[src/rtl/uart_tx.sv]
// UART transmitter: a TX FIFO (or single holding register) feeding a tick-driven
// start/data/parity/stop serialiser with break, CTS gating and a soft reset.
module uart_tx #(
  parameter int FIFO_DEPTH = 16,
  parameter int FIFO_AW    = 4
) (
  input  logic               apb_clk_in,
  input  logic               apb_rst_in,
  input  logic               bclk_in,
  input  logic [7:0]         thr_data_in,
  input  logic               thr_wr_in,
  input  logic               utrst_in,
  input  logic               txclr_in,
  input  logic               fifoen_in,
  input  logic [1:0]         wls_in,
  input  logic               stb_in,
  input  logic               pen_in,
  input  logic               eps_in,
  input  logic               sp_in,
  input  logic               bc_in,
  input  logic               osm_in,
  input  logic               afe_in,
  input  logic               cts_in,
  output logic               txd_out,
  output logic               thre_out,
  output logic               temt_out,
  output logic [FIFO_AW:0]   fifo_cnt_out
);

  localparam int CNT_W = FIFO_AW + 1;

  typedef enum logic [2:0] {
    S_IDLE,
    S_START,
    S_DATA,
    S_PARITY,
    S_STOP
  } state_e;

  // Frame format captured at frame start; eps/sp are folded into par_q then.
  typedef struct packed {
    logic [1:0] wls;
    logic       stb;
    logic       pen;
    logic       osm;
  } frame_cfg_t;

  logic [7:0]         mem_q [FIFO_DEPTH];
  logic [FIFO_AW-1:0] wr_ptr_q, wr_ptr_d;
  logic [FIFO_AW-1:0] rd_ptr_q, rd_ptr_d;
  logic [CNT_W-1:0]   cnt_q, cnt_d, cap;
  logic               full, push, pop, can_start;
  logic [7:0]         head, head_masked;

  state_e             state_q, state_d;
  logic [4:0]         tick_q, tick_d;
  logic [2:0]         bit_q, bit_d;
  logic [7:0]         shift_q, shift_d;
  logic               par_q, par_d;
  frame_cfg_t         cfg_q, cfg_d;
  logic               txd_q, txd_d;
  logic [4:0]         per_m1, stop_m1;
  logic               line;

  assign cap         = fifoen_in ? CNT_W'(FIFO_DEPTH) : CNT_W'(1);
  assign full        = (cnt_q >= cap);
  assign can_start   = (cnt_q != '0) && (!afe_in || cts_in);
  assign head        = mem_q[rd_ptr_q];
  assign head_masked = head & (8'hFF >> (2'd3 - wls_in));

  // Last tick index of a bit period and of the stop interval (1, 1.5 or 2 bits).
  always_comb begin
    per_m1 = cfg_q.osm ? 5'd12 : 5'd15;
    if (!cfg_q.stb)             stop_m1 = per_m1;
    else if (cfg_q.wls == 2'd0) stop_m1 = cfg_q.osm ? 5'd19 : 5'd23;
    else                        stop_m1 = cfg_q.osm ? 5'd25 : 5'd31;
  end

  // NOTE: every signal gets a default before any branch so no path leaves it unassigned (no latches).
  always_comb begin
    state_d = state_q;
    tick_d  = tick_q;
    bit_d   = bit_q;
    shift_d = shift_q;
    par_d   = par_q;
    cfg_d   = cfg_q;
    pop     = 1'b0;

    if (!utrst_in) begin
      state_d = S_IDLE;
      tick_d  = '0;
      bit_d   = '0;
    end else if (bclk_in) begin
      case (state_q)
        S_IDLE: pop = can_start;
        S_START: begin
          if (tick_q == per_m1) begin
            tick_d  = '0;
            state_d = S_DATA;
          end else begin
            tick_d = tick_q + 5'd1;
          end
        end
        S_DATA: begin
          if (tick_q == per_m1) begin
            tick_d  = '0;
            shift_d = shift_q >> 1;
            if (bit_q == {1'b0, cfg_q.wls} + 3'd4) begin
              bit_d   = '0;
              state_d = cfg_q.pen ? S_PARITY : S_STOP;
            end else begin
              bit_d = bit_q + 3'd1;
            end
          end else begin
            tick_d = tick_q + 5'd1;
          end
        end
        S_PARITY: begin
          if (tick_q == per_m1) begin
            tick_d  = '0;
            state_d = S_STOP;
          end else begin
            tick_d = tick_q + 5'd1;
          end
        end
        S_STOP: begin
          if (tick_q == stop_m1) begin
            tick_d  = '0;
            state_d = S_IDLE;
            pop     = can_start;  // back-to-back frames: no idle tick between them
          end else begin
            tick_d = tick_q + 5'd1;
          end
        end
        default: state_d = S_IDLE;
      endcase

      if (pop) begin
        state_d = S_START;
        tick_d  = '0;
        bit_d   = '0;
        shift_d = head;
        cfg_d   = '{wls: wls_in, stb: stb_in, pen: pen_in, osm: osm_in};
        par_d   = sp_in ? ~eps_in : (eps_in ? ^head_masked : ~^head_masked);
      end
    end

    case (state_d)
      S_START:  line = 1'b0;
      S_DATA:   line = shift_d[0];
      S_PARITY: line = par_d;
      default:  line = 1'b1;
    endcase
    txd_d = bc_in ? 1'b0 : line;
  end

  always_comb begin
    push     = thr_wr_in && utrst_in && !txclr_in && (!full || pop);
    wr_ptr_d = wr_ptr_q;
    rd_ptr_d = rd_ptr_q;
    cnt_d    = cnt_q;
    if (!utrst_in || txclr_in) begin
      wr_ptr_d = '0;
      rd_ptr_d = '0;
      cnt_d    = '0;
    end else begin
      if (push) wr_ptr_d = wr_ptr_q + FIFO_AW'(1);
      if (pop)  rd_ptr_d = rd_ptr_q + FIFO_AW'(1);
      cnt_d = cnt_q + CNT_W'(push) - CNT_W'(pop);
    end
  end

  // NOTE: sequential state uses non-blocking assignments so all registers update from pre-edge values.
  always_ff @(posedge apb_clk_in) begin
    if (apb_rst_in) begin
      state_q  <= S_IDLE;
      tick_q   <= '0;
      bit_q    <= '0;
      shift_q  <= '0;
      par_q    <= 1'b0;
      cfg_q    <= '0;
      txd_q    <= 1'b1;
      wr_ptr_q <= '0;
      rd_ptr_q <= '0;
      cnt_q    <= '0;
    end else begin
      state_q  <= state_d;
      tick_q   <= tick_d;
      bit_q    <= bit_d;
      shift_q  <= shift_d;
      par_q    <= par_d;
      cfg_q    <= cfg_d;
      txd_q    <= txd_d;
      wr_ptr_q <= wr_ptr_d;
      rd_ptr_q <= rd_ptr_d;
      cnt_q    <= cnt_d;
    end
  end

  // NOTE: storage is not reset; entries are only read when cnt_q says they were written.
  always_ff @(posedge apb_clk_in) begin
    if (push) mem_q[wr_ptr_q] <= thr_data_in;
  end

  assign txd_out      = txd_q;
  assign thre_out     = (cnt_q == '0);
  assign temt_out     = (cnt_q == '0) && (state_q == S_IDLE);
  assign fifo_cnt_out = cnt_q;

endmodule

[config.mk]
export PLATFORM = sky130hd
export DESIGN_NAME = uart_tx
export DESIGN_NICKNAME = d
export VERILOG_FILES = /design/src/rtl/uart_tx.sv
export SDC_FILE = /design/constraint.sdc
export NUM_CORES = 1
export LEC_CHECK = 0
export ABC_CLOCK_PERIOD_IN_PS = 8910
export BUFFER_PORTS_ARGS = -buffer_cell sky130_fd_sc_hd__buf_2
export CAP_MARGIN = 5
export CORE_MARGIN = 2
export CORE_UTILIZATION = 35
export DETAILED_ROUTE_END_ITERATION = 7
export SYNTH_ARGS = -nofsm -noshare
export SYNTH_HDL_FRONTEND = slang
export SYNTH_SLANG_ARGS = --single-unit
[constraint.sdc]
create_clock -name apb_clk_in -period 8.91 [get_ports apb_clk_in]
set_input_delay 0 -clock apb_clk_in [delete_from_list [all_inputs] [get_ports apb_clk_in]]
set_output_delay 0 -clock apb_clk_in [all_outputs]
set_load 0.005 [all_outputs]
==> impl_metrics.tcl, run 1 <==
set metrics [dict create \
    peakVddDrop_v 0.000177 \
    antenna_found_initial 0 \
    core_area_sq_um 20400 \
    period_minus_slack_ns 4.15 \
    syn_inst 505 \
    port_buffers 32 \
    finalHoldViolations 0 \
    antenna_cells 0 \
    worstSetupPathType "flop to flop" \
    h-tree-depth 4 \
    layout_common_cells "edfxtp_1, nor2_1, dfxtp_1" \
    synth_top_area_share_pct 52.5 \
    wl_met2_um 7300 \
    syn_area_per_cell_sq_um 14.5 \
    ys_seq_elements 171 \
    dieHeight_um 149 \
    grt_usage_pct 14.3 \
    wl_per_cell_um 17.8 \
    grt_pass1_vias 4299 \
    hold_path_class "primary input to flop" \
    grt_overflow 0 \
    met1Wirelength_um 6880 \
    fp.dieW_um 149 \
    cts_resized 0 \
    top_layer_used "met4" \
    final_common_cell "edfxtp_1" \
    setup-violations-final 0 \
    synthFlopType "edfxtp_1" \
    finalClockSkew_ns 0.0144 \
    cts_buffer_depth 2 \
    tritoncts "built" \
    cts_root_buf "clkbuf_16" \
    drv_cap 0 \
    grt_max_degree 33 \
    ant_nets 0 \
    preCtsSetupSlack_ns 5.04 \
    layout-area-overhead-vs-synth_pct 17.4 \
    clock_sinks 171 \
    required_ns 9.21 \
    synth_top_cell_by_area "edfxtp_1" \
    layout.nets 607 \
    die_area_sq_um 22100 \
    rsz0062_at_grt "no" \
    outcome "completed" \
    fin_tns_setup_ns 0 \
    drtPass1Iterations 4 \
    synthArstFlopShare_pct 0 \
    fmax_mhz 241 \
    cts_made_buffers 17 \
    arrival_ns 4.45 \
    final_max_slew_viol_count 0 \
    yosysWarnings 0 \
    hpwl_um 10300 \
    io_pins 33 \
    cp-start-kind "flop" \
    drc 0 \
    clk_pin_slew_ns 0.06 \
    ys_seq_area_share_pct 64.3 \
    synth_nets 547 \
    netlist_area_sq_um 7320 \
    finalWorstSetupSlack_ns 4.76 \
    endpoint_kind "flop" \
    r2r_setup_slack_ns 4.76 \
    leakage_nw 2.82 \
    wirelength_um 15000 \
    powerDensity_nw_per_um2 194 \
    cp_max_fo 32 \
    period_share_pct 46.6 \
    n_fill_cell 1845 \
    relSlewSlack_pct 38.8 \
    worstRegToRegCells 10 \
    grt_pass1_wl_um 23900 \
    start_util_pct 35.9 \
    drive_gt1_share_pct 18.5 \
    synth_cell_type_count 61 \
    place_congestion 0.804 \
    vias_per_cell 5.08 \
    worstSkewPairLatency_ns 0.42 \
    drt-initial-drc-count 370 \
    tightest_slew_ns 0.910 \
    timing.rr.end "par_q" \
    wl_met3_um 749 \
    synth-edff-count 128 \
    crit_end "par_q" \
    row_count 52 \
    netlist_top_cells_area "edfxtp_1, dfxtp_1, mux4_2" \
    vias 4302 \
]
[kinds of logic after synthesis]
logic type | synth area share (%)
mux | 11.8
simple gates | 9.30
xor+xnor | 2.10
compound gates | 6.74
flops | 64.3
buf+inv | 2.77
fa+ha+maj | 3.01
[area by class of cell]
cell class	count	area, sq um	share of cell area, %
Sequential cell	171	4710	54.8
Clock inverter	14	184	2.14
Multi-Input combinational cell	292	2410	28.1
Inverter	20	75.1	0.874
Clock buffer	17	425	4.95
Timing Repair Buffer	63	453	5.27
Tap cell	270	338	3.93
[worst min-delay path by stage]
stage | startpoint | to | slack, ns | cells after the start
2_1_floorplan | thr_data_in[0] | mem_q[0][0] | 0.1 | 0
3_3_place_gp | bc_in | txd_out | 0.22 | 2
3_5_place_dp | bc_in | txd_out | 0.22 | 2
4_1_cts | txclr_in | fifo_cnt_out[0] | 0.04 | 3
5_1_grt | txclr_in | fifo_cnt_out[1] | 0.06 | 3
6_report | txclr_in | fifo_cnt_out[0] | 0.06 | 3
[routing by layer]
metal | global-route usage [%] | vias to the layer above
li1 | - | 2043
met1 | 19.3 | 2152
met2 | 23.3 | 101
met3 | 3.50 | 6
met4 | 3.76 | 0
met5 | 0 | -
[where the power goes]
group          total (W)  leakage, nW  internal, W  switching (W)
clock           0.000765        0.298     0.000448       0.000317
sequential      0.000857         1.50     0.000856    0.000000965
combinational  0.0000426         1.03    0.0000172      0.0000254
total            0.00166         2.82      0.00132       0.000344
[per-stage QoR]
stage | hold slack (ns) | cell area, sq um | std cells | power, W | util, %
2_1_floorplan | 0.0989 | 7320 | 505 | 0.000891 | -
3_3_place_gp | 0.216 | 7740 | 792 | 0.000910 | 38.0
3_5_place_dp | 0.225 | 7740 | 792 | 0.000911 | 38.0
4_1_cts | 0.0448 | 8590 | 847 | 0.00168 | 42.2
5_1_grt | 0.0640 | 8590 | 847 | 0.00172 | 42.2
6_report | 0.0597 | 8590 | 847 | 0.00166 | 42.2
[worst max-delay path: stages (launching register included)]
cell	delay, ns
dfxtp_2	0.31
buf_4	0.50
mux4_1	0.68
mux4_2	0.52
xnor3_2	0.41
xnor2_1	0.19
a21oi_1	0.07
or4_1	0.47
a31oi_1	0.24
dlygate4sd3_1	0.59
nor2_1	0.04
[cells in the mapped netlist (all sizes together), types with 2 or more instances]
cell type and number:
nor2 61, nand3b 3, inv 19, mux2i 6
a211o 2, a21o 3, nand2b 4, a21oi 24
a211oi 2, a22oi 15, nand2 22, a32oi 2
clkbuf 12, o21ai 14, and2 2, nor2b 6
nand3 15, nand4 3, o211ai 2, a21boi 2
buf 10, xnor2 7, nor3 9, and3 3
mux4 35, dfxtp 43, xor2 7, edfxtp 128
or2 2, ha 16, or3 6
[flip-flops by register name, indices dropped and copies added, names as in the netlist, named ones only]
name,count
shift_q,8
wr_ptr_q,4
state_q,3
fifo_cnt_out,5
cfg_q,5
txd_out,1
rd_ptr_q,4
tick_q,5
bit_q,3
par_q,1
mem_q,128
[what timing repair did]
action / CTS / global route
setup endpoints to repair: 0 / 0
hold buffers: 24 / 0
endpoints found under the hold margin: 124 / 0
buffers inserted: 0 / 0
(Power assumes the default switching activity.)
==> run 2, diff against run 1 <==
--- a/config.mk
+++ b/config.mk
@@ -5,7 +5,7 @@
 export SDC_FILE = /design/constraint.sdc
 export NUM_CORES = 1
 export LEC_CHECK = 0
-export ABC_CLOCK_PERIOD_IN_PS = 8910
+export ABC_CLOCK_PERIOD_IN_PS = 3400
 export BUFFER_PORTS_ARGS = -buffer_cell sky130_fd_sc_hd__buf_2
 export CAP_MARGIN = 5
 export CORE_MARGIN = 2
==> constraint.sdc (replaced) <==
create_clock -name apb_clk_in -period 3.4 [get_ports apb_clk_in]
set_input_delay 0 -clock apb_clk_in [delete_from_list [all_inputs] [get_ports apb_clk_in]]
set_output_delay 0 -clock apb_clk_in [all_outputs]
set_load 0.005 [all_outputs]
==> run 2 against run 1 <==
Cell count is 2.5% higher. Clock-buffer cell count did not move. Sequential share of layout area fell by 1.1 points.
==> impl_metrics.tcl, run 2 (synthesized netlist as in run 1, its figures left out) <==
set metrics [dict create \
    drtPass1Iterations 4 \
    wl_per_cell_um 17.7 \
    period_share_pct 93.8 \
    outcome "completed" \
    dieHeight_um 149 \
    cp_top_family "multiplexers" \
    wl_met2_um 7610 \
    layout-area-overhead-vs-synth_pct 19.9 \
    top_register "mem_q" \
    grt_max_degree 20 \
    layout.nets 628 \
    tightest_slew_ns 0.465 \
    clock_sinks 171 \
    wl_met3_um 699 \
    antenna_found_initial 0 \
    grt_overflow 0 \
    arrival_ns 3.49 \
    largest_reg_flops 128 \
    dpl_cell_area_sq_um 7940 \
    peakVddDrop_v 0.000253 \
    worstSkewPairLatency_ns 0.42 \
    cp_num_buf_inv 0 \
    port_buffers 32 \
    vias_per_cell 5.09 \
    fmax_mhz 313 \
    final_cells 868 \
    die_area_sq_um 22100 \
    core_area_sq_um 20400 \
    final_common_cell "edfxtp_1" \
    drc 0 \
    slowest_stage "mux4_1" \
    grt_pass1_wl_um 24500 \
    hpwl_um 10800 \
    start_util_pct 35.9 \
    grt_pass1_vias 4520 \
    io_pins 33 \
    clk_pin_slew_ns 0.07 \
    fp.dieW_um 149 \
    place_congestion 0.790 \
    dpl.cell_count 813 \
    cts_made_buffers 17 \
    cts_buffer_depth 2 \
    drv_cap 0 \
    setup-violations-final 0 \
    rsz0062_at_grt "no" \
    hold_path_class "primary input to flop" \
    period_minus_slack_ns 3.19 \
    final_core_util_pct 43.1 \
    endpoint_kind "flop" \
    cp_max_fo 10 \
    row_count 52 \
    drt-initial-drc-count 285 \
    drive_gt1_share_pct 22.9 \
    crit_chain "mux4_1 -> mux4_2 -> xnor3_2 -> xnor2_1 -> a21oi_1 -> or4_1 -> a31oi_1 -> a221oi_1" \
    worstSetupPathType "flop to flop" \
    finalHoldViolations 0 \
    largestRegisters "mem_q: 128 flops, shift_q: 8 flops" \
    final_area_sq_um 8780 \
    final_max_slew_viol_count 0 \
    cp_slowest_stage_delay_ns 0.59 \
    h-tree-depth 4 \
    top_layer_used "met4" \
    ant_nets 0 \
    finalPower_w 0.00421 \
    wirelength_um 15400 \
    finalWorstSetupSlack_ns 0.209 \
    grt_usage_pct 14.6 \
    vias 4416 \
    layout_common_cells "edfxtp_1, nor2_1, dfxtp_1" \
    preCtsSetupSlack_ns -0.00274 \
    relSlewSlack_pct 68.8 \
    cts_root_buf "clkbuf_16" \
    met1Wirelength_um 6840 \
    antenna_cells 0 \
    powerDensity_nw_per_um2 480 \
    cp-start-kind "flop" \
    tritoncts "built" \
    required_ns 3.70 \
    finalClockSkew_ns 0.00825 \
    leakage_nw 2.94 \
]
run 2: path summary, 6_finish.rpt:
kind / start / end / slack (ns) / cells after the start
worst min register to register: shift_q[4] / shift_q[4] / 0.50 / 2
worst max-delay path: flop / txd_out / 0.21 / 8
worst max register to register: flop / txd_out / 0.21 / 8
worst min-delay path: txclr_in / fifo_cnt_out[0] / 0.03 / 3
run 2: per-stage QoR:
step	hold slack [ns]	setup TNS, ns
after floorplan	0.0989	0
after global placement	0.226	0
after detailed placement	0.234	-0.00274
after CTS	0.0227	0
after global routing	0.0638	0
final	0.0268	0
run 2: what timing repair did:
action                     in CTS  in global routing
setup endpoints to repair       1                 18
hold buffers                   23                  0
pin swaps                       0                  1
hold endpoints to repair      146                  0
buffers inserted                0                  1
resized for setup               1                  9
run 2: worst register-to-register path: stages, from the launching register on:
cell      delay (ns)
dfxtp_4         0.46
mux4_1          0.60
mux4_2          0.51
xnor3_2         0.40
xnor2_1         0.21
a21oi_1         0.08
or4_1           0.49
a31oi_1         0.23
a221oi_1        0.10
run 2: per-layer routing:
layer	vias up	global-route usage, %
met4	0	4.00
li1	2083	-
met5	-	0
met1	2221	18.7
met2	96	24.4
met3	16	3.93
run 2: area by class of cell:
| class | count | area (sq um) |
|---|---|---|
| flip-flops and latches | 171 | 4710 |
| clock buffers | 17 | 425 |
| repair buffers | 84 | 646 |
| well taps | 270 | 338 |
| inverters | 20 | 75.1 |
| fillers | 1820 | 11600 |
| multi-input cells | 292 | 2450 |
| clock inverters | 14 | 136 |
run 2: report_power, final:
group	total [W]	switching, W	internal (W)
registers	0.00224	0.00000280	0.00224
logic	0.000112	0.0000650	0.0000471
clock network	0.00186	0.000834	0.00102
